**config.mk**
```make
export PLATFORM = sky130hd
export DESIGN_NAME = audio_mixer
export DESIGN_NICKNAME = d
export VERILOG_FILES = /design/src/rtl/audio_pkg.sv /design/src/rtl/mixer_dc_block.sv /design/src/rtl/audio_mixer.sv
export SDC_FILE = /design/constraint.sdc
export NUM_CORES = 1
export LEC_CHECK = 0
export ABC_AREA = 1
export BUFFER_PORTS_ARGS = -buffer_cell sky130_fd_sc_hd__buf_4
export CAP_MARGIN = 20
export CORE_UTILIZATION = 58
export DETAILED_ROUTE_END_ITERATION = 12
export PLACE_DENSITY = 0.88
export RECOVER_POWER = 100
export SLEW_MARGIN = 30
export SYNTH_ARGS = -nofsm -noshare
export SYNTH_HDL_FRONTEND = slang
export SYNTH_HIERARCHICAL = 1
export SYNTH_SLANG_ARGS = --single-unit
```
**constraint.sdc**
```tcl
create_clock -name clock -period 2.9 [get_ports clock]
set_input_delay 0.145 -clock clock [delete_from_list [all_inputs] [get_ports clock]]
set_output_delay 0.145 -clock clock [all_outputs]
set_load 0.03 [all_outputs]
```
**src/rtl/audio_pkg.sv**
```systemverilog
// Shared constants, state encoding and saturation for the audio mixer.
// MIXER_DC_BLOCK_EN adds the DC state used by the optional DC-blocking filter.
package audio_pkg;

  localparam int ACC_W     = 18;
  localparam int BEEP_SPK  = 8192;
  localparam int BEEP_EAR  = 4096;
  localparam int BEEP_MIC  = 2048;
  localparam int AY_SHIFT  = 6;
  localparam int DC_OFFSET = -16384;
  localparam int DC_SHIFT  = 8;

  typedef enum logic [2:0] {
    IDLE,
    S0,
    S1,
    S2,
    S3,
`ifdef MIXER_DC_BLOCK_EN
    SAT,
    DC
`else
    SAT
`endif
  } state_t;

  localparam logic signed [ACC_W-1:0] SAT_MAX = 32767;
  localparam logic signed [ACC_W-1:0] SAT_MIN = -32768;

  function automatic logic signed [15:0] sat16(
    input logic signed [ACC_W-1:0] x
  );
    if (x > SAT_MAX)
      return 16'sh7FFF;
    else if (x < SAT_MIN)
      return 16'sh8000;
    else
      return x[15:0];
  endfunction

endpackage

```
**src/rtl/mixer_dc_block.sv**
```systemverilog
// One-pole DC-blocking filter: out = sat - avg, avg tracks the
// input with a 2^-DC_SHIFT leak. Used only with MIXER_DC_BLOCK_EN.
module mixer_dc_block
  import audio_pkg::*;
(
  input  logic               clock,
  input  logic               reset,
  input  logic               i_en,
  input  logic signed [15:0] i_sat,
  output logic signed [15:0] o_out
);

  logic signed [15:0]      r_avg;
  logic signed [ACC_W-1:0] w_diff;
  logic signed [ACC_W-1:0] w_step;

  assign w_diff = $signed({{2{i_sat[15]}}, i_sat})
                - $signed({{2{r_avg[15]}}, r_avg});
  assign w_step = w_diff >>> DC_SHIFT;
  assign o_out  = sat16(w_diff);

  always_ff @(posedge clock) begin
    if (reset)
      r_avg <= '0;
    else if (i_en)
      r_avg <= r_avg + w_step[15:0];
  end

endmodule

```
**src/rtl/audio_mixer.sv**
```systemverilog
// Beeper + AY three-channel mixer, mono or ACB stereo, 16-bit out.
// Define MIXER_DC_BLOCK_EN for a per-channel DC-blocking stage.
module audio_mixer
  import audio_pkg::*;
(
  input  logic               clock,
  input  logic               reset,
  input  logic               ce,
  input  logic               spk,
  input  logic               ear,
  input  logic               mic,
  input  logic [7:0]         a,
  input  logic [7:0]         b,
  input  logic [7:0]         c,
  input  logic               stereo,
  output logic signed [15:0] l,
  output logic signed [15:0] r,
  output logic               valid
);

  state_t                  r_state;
  logic                    r_spk, r_ear, r_mic, r_stereo;
  logic [7:0]              r_a, r_b, r_c;
  logic signed [ACC_W-1:0] r_acc_l, r_acc_r;

  logic [7:0]       w_lvl;
  logic [ACC_W-1:0] w_full, w_half, w_beep;
  logic [ACC_W-1:0] w_add_l, w_add_r;

  assign w_lvl  = (r_state == S1) ? r_a :
                  (r_state == S2) ? r_b : r_c;
  assign w_full = ACC_W'(w_lvl) << AY_SHIFT;
  assign w_half = w_full >> 1;
  assign w_beep = ACC_W'(r_spk ? BEEP_SPK : 0)
                + ACC_W'(r_ear ? BEEP_EAR : 0)
                + ACC_W'(r_mic ? BEEP_MIC : 0);

  // ACB stereo: A leans left, C leans right, B is centred
  always_comb begin
    w_add_l = '0;
    w_add_r = '0;
    unique case (1'b1)
      (r_state == S0): begin
        w_add_l = w_beep;
        w_add_r = w_beep;
      end
      (r_state == S1): begin
        w_add_l = w_full;
        w_add_r = r_stereo ? w_half : w_full;
      end
      (r_state == S2): begin
        w_add_l = w_full;
        w_add_r = w_full;
      end
      (r_state == S3): begin
        w_add_l = r_stereo ? w_half : w_full;
        w_add_r = w_full;
      end
      default: ;
    endcase
  end

`ifdef MIXER_DC_BLOCK_EN
  logic signed [15:0] r_sat_l, r_sat_r;
  logic signed [15:0] w_dc_l, w_dc_r;
  logic               w_dc_en;

  assign w_dc_en = (r_state == DC);

  mixer_dc_block u_dc_l (
    .clock (clock),
    .reset (reset),
    .i_en  (w_dc_en),
    .i_sat (r_sat_l),
    .o_out (w_dc_l)
  );

  mixer_dc_block u_dc_r (
    .clock (clock),
    .reset (reset),
    .i_en  (w_dc_en),
    .i_sat (r_sat_r),
    .o_out (w_dc_r)
  );
`endif

  always_ff @(posedge clock) begin
    if (reset) begin
      r_state  <= IDLE;
      r_spk    <= 1'b0;
      r_ear    <= 1'b0;
      r_mic    <= 1'b0;
      r_stereo <= 1'b0;
      r_a      <= '0;
      r_b      <= '0;
      r_c      <= '0;
      r_acc_l  <= '0;
      r_acc_r  <= '0;
      l        <= '0;
      r        <= '0;
      valid    <= 1'b0;
`ifdef MIXER_DC_BLOCK_EN
      r_sat_l  <= '0;
      r_sat_r  <= '0;
`endif
    end else begin
      valid <= 1'b0;
      unique case (r_state)
        IDLE: begin
          if (ce) begin
            r_spk    <= spk;
            r_ear    <= ear;
            r_mic    <= mic;
            r_stereo <= stereo;
            r_a      <= a;
            r_b      <= b;
            r_c      <= c;
            r_acc_l  <= ACC_W'(DC_OFFSET);
            r_acc_r  <= ACC_W'(DC_OFFSET);
            r_state  <= S0;
          end
        end
        S0, S1, S2, S3: begin
          r_acc_l <= r_acc_l + w_add_l;
          r_acc_r <= r_acc_r + w_add_r;
          r_state <= (r_state == S0) ? S1 :
                     (r_state == S1) ? S2 :
                     (r_state == S2) ? S3 : SAT;
        end
`ifdef MIXER_DC_BLOCK_EN
        SAT: begin
          r_sat_l <= sat16(r_acc_l);
          r_sat_r <= sat16(r_acc_r);
          r_state <= DC;
        end
        DC: begin
          l       <= w_dc_l;
          r       <= w_dc_r;
          valid   <= 1'b1;
          r_state <= IDLE;
        end
`else
        SAT: begin
          l       <= sat16(r_acc_l);
          r       <= sat16(r_acc_r);
          valid   <= 1'b1;
          r_state <= IDLE;
        end
`endif
        default: r_state <= IDLE;
      endcase
    end
  end

endmodule

```
==> impl_metrics.yaml <==
outcome:
  status: "completed"
clock_network:
  cts-htree-levels: 3
  clk_pin_slew_ns: 0.09
  cts_sinks: 82
  clockBufferDepth: 2
  clkLatencyLatePin_ns: 0.37
  cts_tree: "yes"
  clock-root-buffer: "clkbuf_8"
  cts_made_buffers: 9
  postCtsHoldBufs: 0
floorplan:
  die_w_um: 91.35
  die-area_um2: 8345
  start_util_pct: 59.93
  die_y_um: 91.35
  core_um2: 7727
  io_pins: 64
  num_rows: 32
setup_path:
  start_kind: "register"
  crit_path_end_kind: "register"
  critical_path_class: "register to register"
  crit_fanout: 7
  crit_required_ns: 3.14
  worstPathArrival_ns: 2.98
synth:
  syn_inst: 706
  synth-edff-count: 0
  ys_warn_count: 6
  synth_top_area_share_pct: 35.45
  ys_seq_elements: 82
  yosys.area.top_type: "dfxtp_1"
  netlist_top_cells_area: "dfxtp_1, nand2_1, a21oi_1"
  synth_fp_nets: 757
  syn_area_um2: 4631
  synthArstFlopShare_pct: 0
  synth_cell_types: 31
  ys.flop_type: "dfxtp_1"
  syn_area_per_cell_um2: 6.559
  yosysSeqAreaShare_pct: 35.45
finish:
  utilization_pct: 68.98
  layout.nets: 810
  antennaDiodeCount: 0
  finish.instance_area_um2: 5330
  area_delta_synth_final_pct: 15.10
  drive_gt1_share_pct: 12.70
global_route:
  overflow: 0
  grt_usage_pct: 28.67
  grt_pass1_wl_mm: 19.05
  grt_max_degree: 53
  antenna_found_initial: 0
  grt_pass1_vias: 4305
placement:
  numPortBuffers: 63
  globalplace.congestion: 0.9469
  place_area_um2: 5131
  dpl.hpwl_mm: 8.868
drt:
  drc: 0
  routed_via_density: 5.460
  firstDrtPassIters: 5
  ant_nets: 0
  vias: 4728
  drt-initial-drc-count: 283
  wl_per_cell_um: 13.86
  totalWireLength_mm: 12.00
pwr:
  powerDensity_nw_per_um2: 538.7
  power_uw: 2871
  p_leak_uw: 0.002387
  ir_drop_mv: 0.3203
sta:
  worstMarginPinSlew_ns: 0.7779
  drv_slew: 0
  slew-limit-headroom_pct: 48.14
  fin_skew_ns: 0.01091
  finalHoldViolCount: 0
  setup_tns_ns: 0
  period_share_pct: 94.67
  finalCriticalPeriod_ns: 2.745
  setup_viol: 0
  max_freq_mhz: 364.2
flow_run:
  max_cap_violations: 0
hold_path:
  min_path_type: "input port to register"
[Yosys cell counts (3+ instances only)]
| cell | n |
|---|---|
| inv_1 | 79 |
| clkbuf_1 | 19 |
| o21ai_1 | 3 |
| dfxtp_1 | 82 |
| nand2_1 | 183 |
| a21oi_1 | 89 |
| inv_2 | 3 |
| or2_2 | 10 |
| nand3b_1 | 4 |
| o21ai_0 | 63 |
| buf_2 | 3 |
| ha_1 | 18 |
| nand3_1 | 59 |
| nor2_1 | 59 |
| buf_4 | 9 |
[through the flow]
stage | setup slack [ns] | hold slack [ns] | instances
after floorplan | 0.4328 | 0.3383 | 706
after detailed placement | -0.006427 | 0.4308 | 847
final | 0.1546 | 0.05079 | 866
after global placement | 0.1202 | 0.4236 | 847
after global routing | -0.03828 | 0.05910 | 866
after CTS | 0.01809 | 0.04657 | 863
[flip-flops by register name, summed over array words and instances, names as in the netlist]
register / cells
r: 12
l: 12
r_acc_r: 13
r_stereo: 1
r_acc_l: 13
r_ear: 1
r_a: 8
r_mic: 1
r_spk: 1
r_state: 3
valid: 1
r_b: 8
r_c: 8
[worst max-delay path, stage by stage (launching register included)]
cell and delay (ns):
dfxtp_2 0.38, clkinv_2 0.09, nand2_4 0.11, nor2_4 0.07
buf_4 0.16, nand2_1 0.12, o211ai_4 0.13, mux2i_2 0.28
nand2_1 0.07, o21ai_0 0.12, ha_1 0.30, nand3_1 0.08
nand3_1 0.14, nand2_1 0.09, nand2_1 0.07, or2_2 0.27
nand3_1 0.07, a21oi_1 0.06
[repair_timing]
action / 4_1_cts / 5_1_grt
setup buffers: 0 / 3
gates resized for setup: 1 / 33
cloned: 0 / 0
endpoints found under the setup margin: 2 / 20
pin swaps: 0 / 5
[kinds of logic (layout without fill, tap and decap cells)]
logic type                 Yosys count  in the layout  synth area share [%]
muxes                                1              1                0.2971
AOI/OAI and AO/OA                  165            165                 18.81
adders and majority gates           20             20                 5.728
and+or+nand+nor                    321            321                 29.07
buffers and inverters              117            175                 10.65
DFF                                 82             82                 35.45
[layout make-up]
class                      count  area [um^2]
inverter                      83        312.8
clock inverter                 5        86.33
sequential                    82         1650
tap                          102        127.6
multi-input combinational    507         2565
clock buffer                  11        141.4
timing repair buffer          76        446.7
fill                         672         2397
[worst paths after layout]
kind	end	slack (ns)	cells past startpoint	startpoint
setup / recovery	r_acc_r[10]$_SDFFE_PP0P_	0.15	17	r_state[2]$_SDFFE_PP0P_
setup reg to reg	r_acc_r[10]$_SDFFE_PP0P_	0.15	17	r_state[2]$_SDFFE_PP0P_
hold reg to reg	r_c[5]$_SDFFE_PP0P_	0.46	2	r_c[5]$_SDFFE_PP0P_
hold / removal	r_ear$_SDFFE_PP0P_	0.05	3	ear
[power breakdown]
part	leakage [uW]	internal, uW	total [uW]	switching (uW)
combinational	0.00161	226	655	429
clock	0.000108	514	952	437
sequential	0.000671	1210	1260	58.7
total	0.00239	1950	2870	925
[layout by cell type (no fill, tap or decap), types with 2 or more instances in the layout]
cell,Yosys,layout
a21boi_1,0,2
a21oi_1,89,86
a21oi_2,0,3
a21oi_4,2,2
buf_4,9,41
bufinv_16,0,2
clkbuf_1,19,35
clkbuf_8,0,10
clkinvlp_4,0,2
dfxtp_1,82,79
dfxtp_4,0,2
fa_1,2,2
ha_1,18,16
ha_2,0,2
inv_1,79,79
inv_2,3,3
nand2_1,183,180
nand2_2,1,3
nand3_1,59,56
nand3_2,0,3
nand3b_1,4,4
nor2_1,59,56
nor2_2,0,2
nor2_4,2,3
o211ai_1,2,2
o21ai_0,63,57
o21ai_1,3,8
o22ai_1,2,2
or2_2,10,10
[per-layer routing]
metal	vias to the layer above	part of all wire [%]	track usage, %
met4	0	3.3	15.08
li1	2385	-	-
met1	2144	42	34.52
met2	166	49	49.56
met3	33	5.0	3.936
met5	-	0	0
No activity file was read; power rests on OpenSTA's default activity.
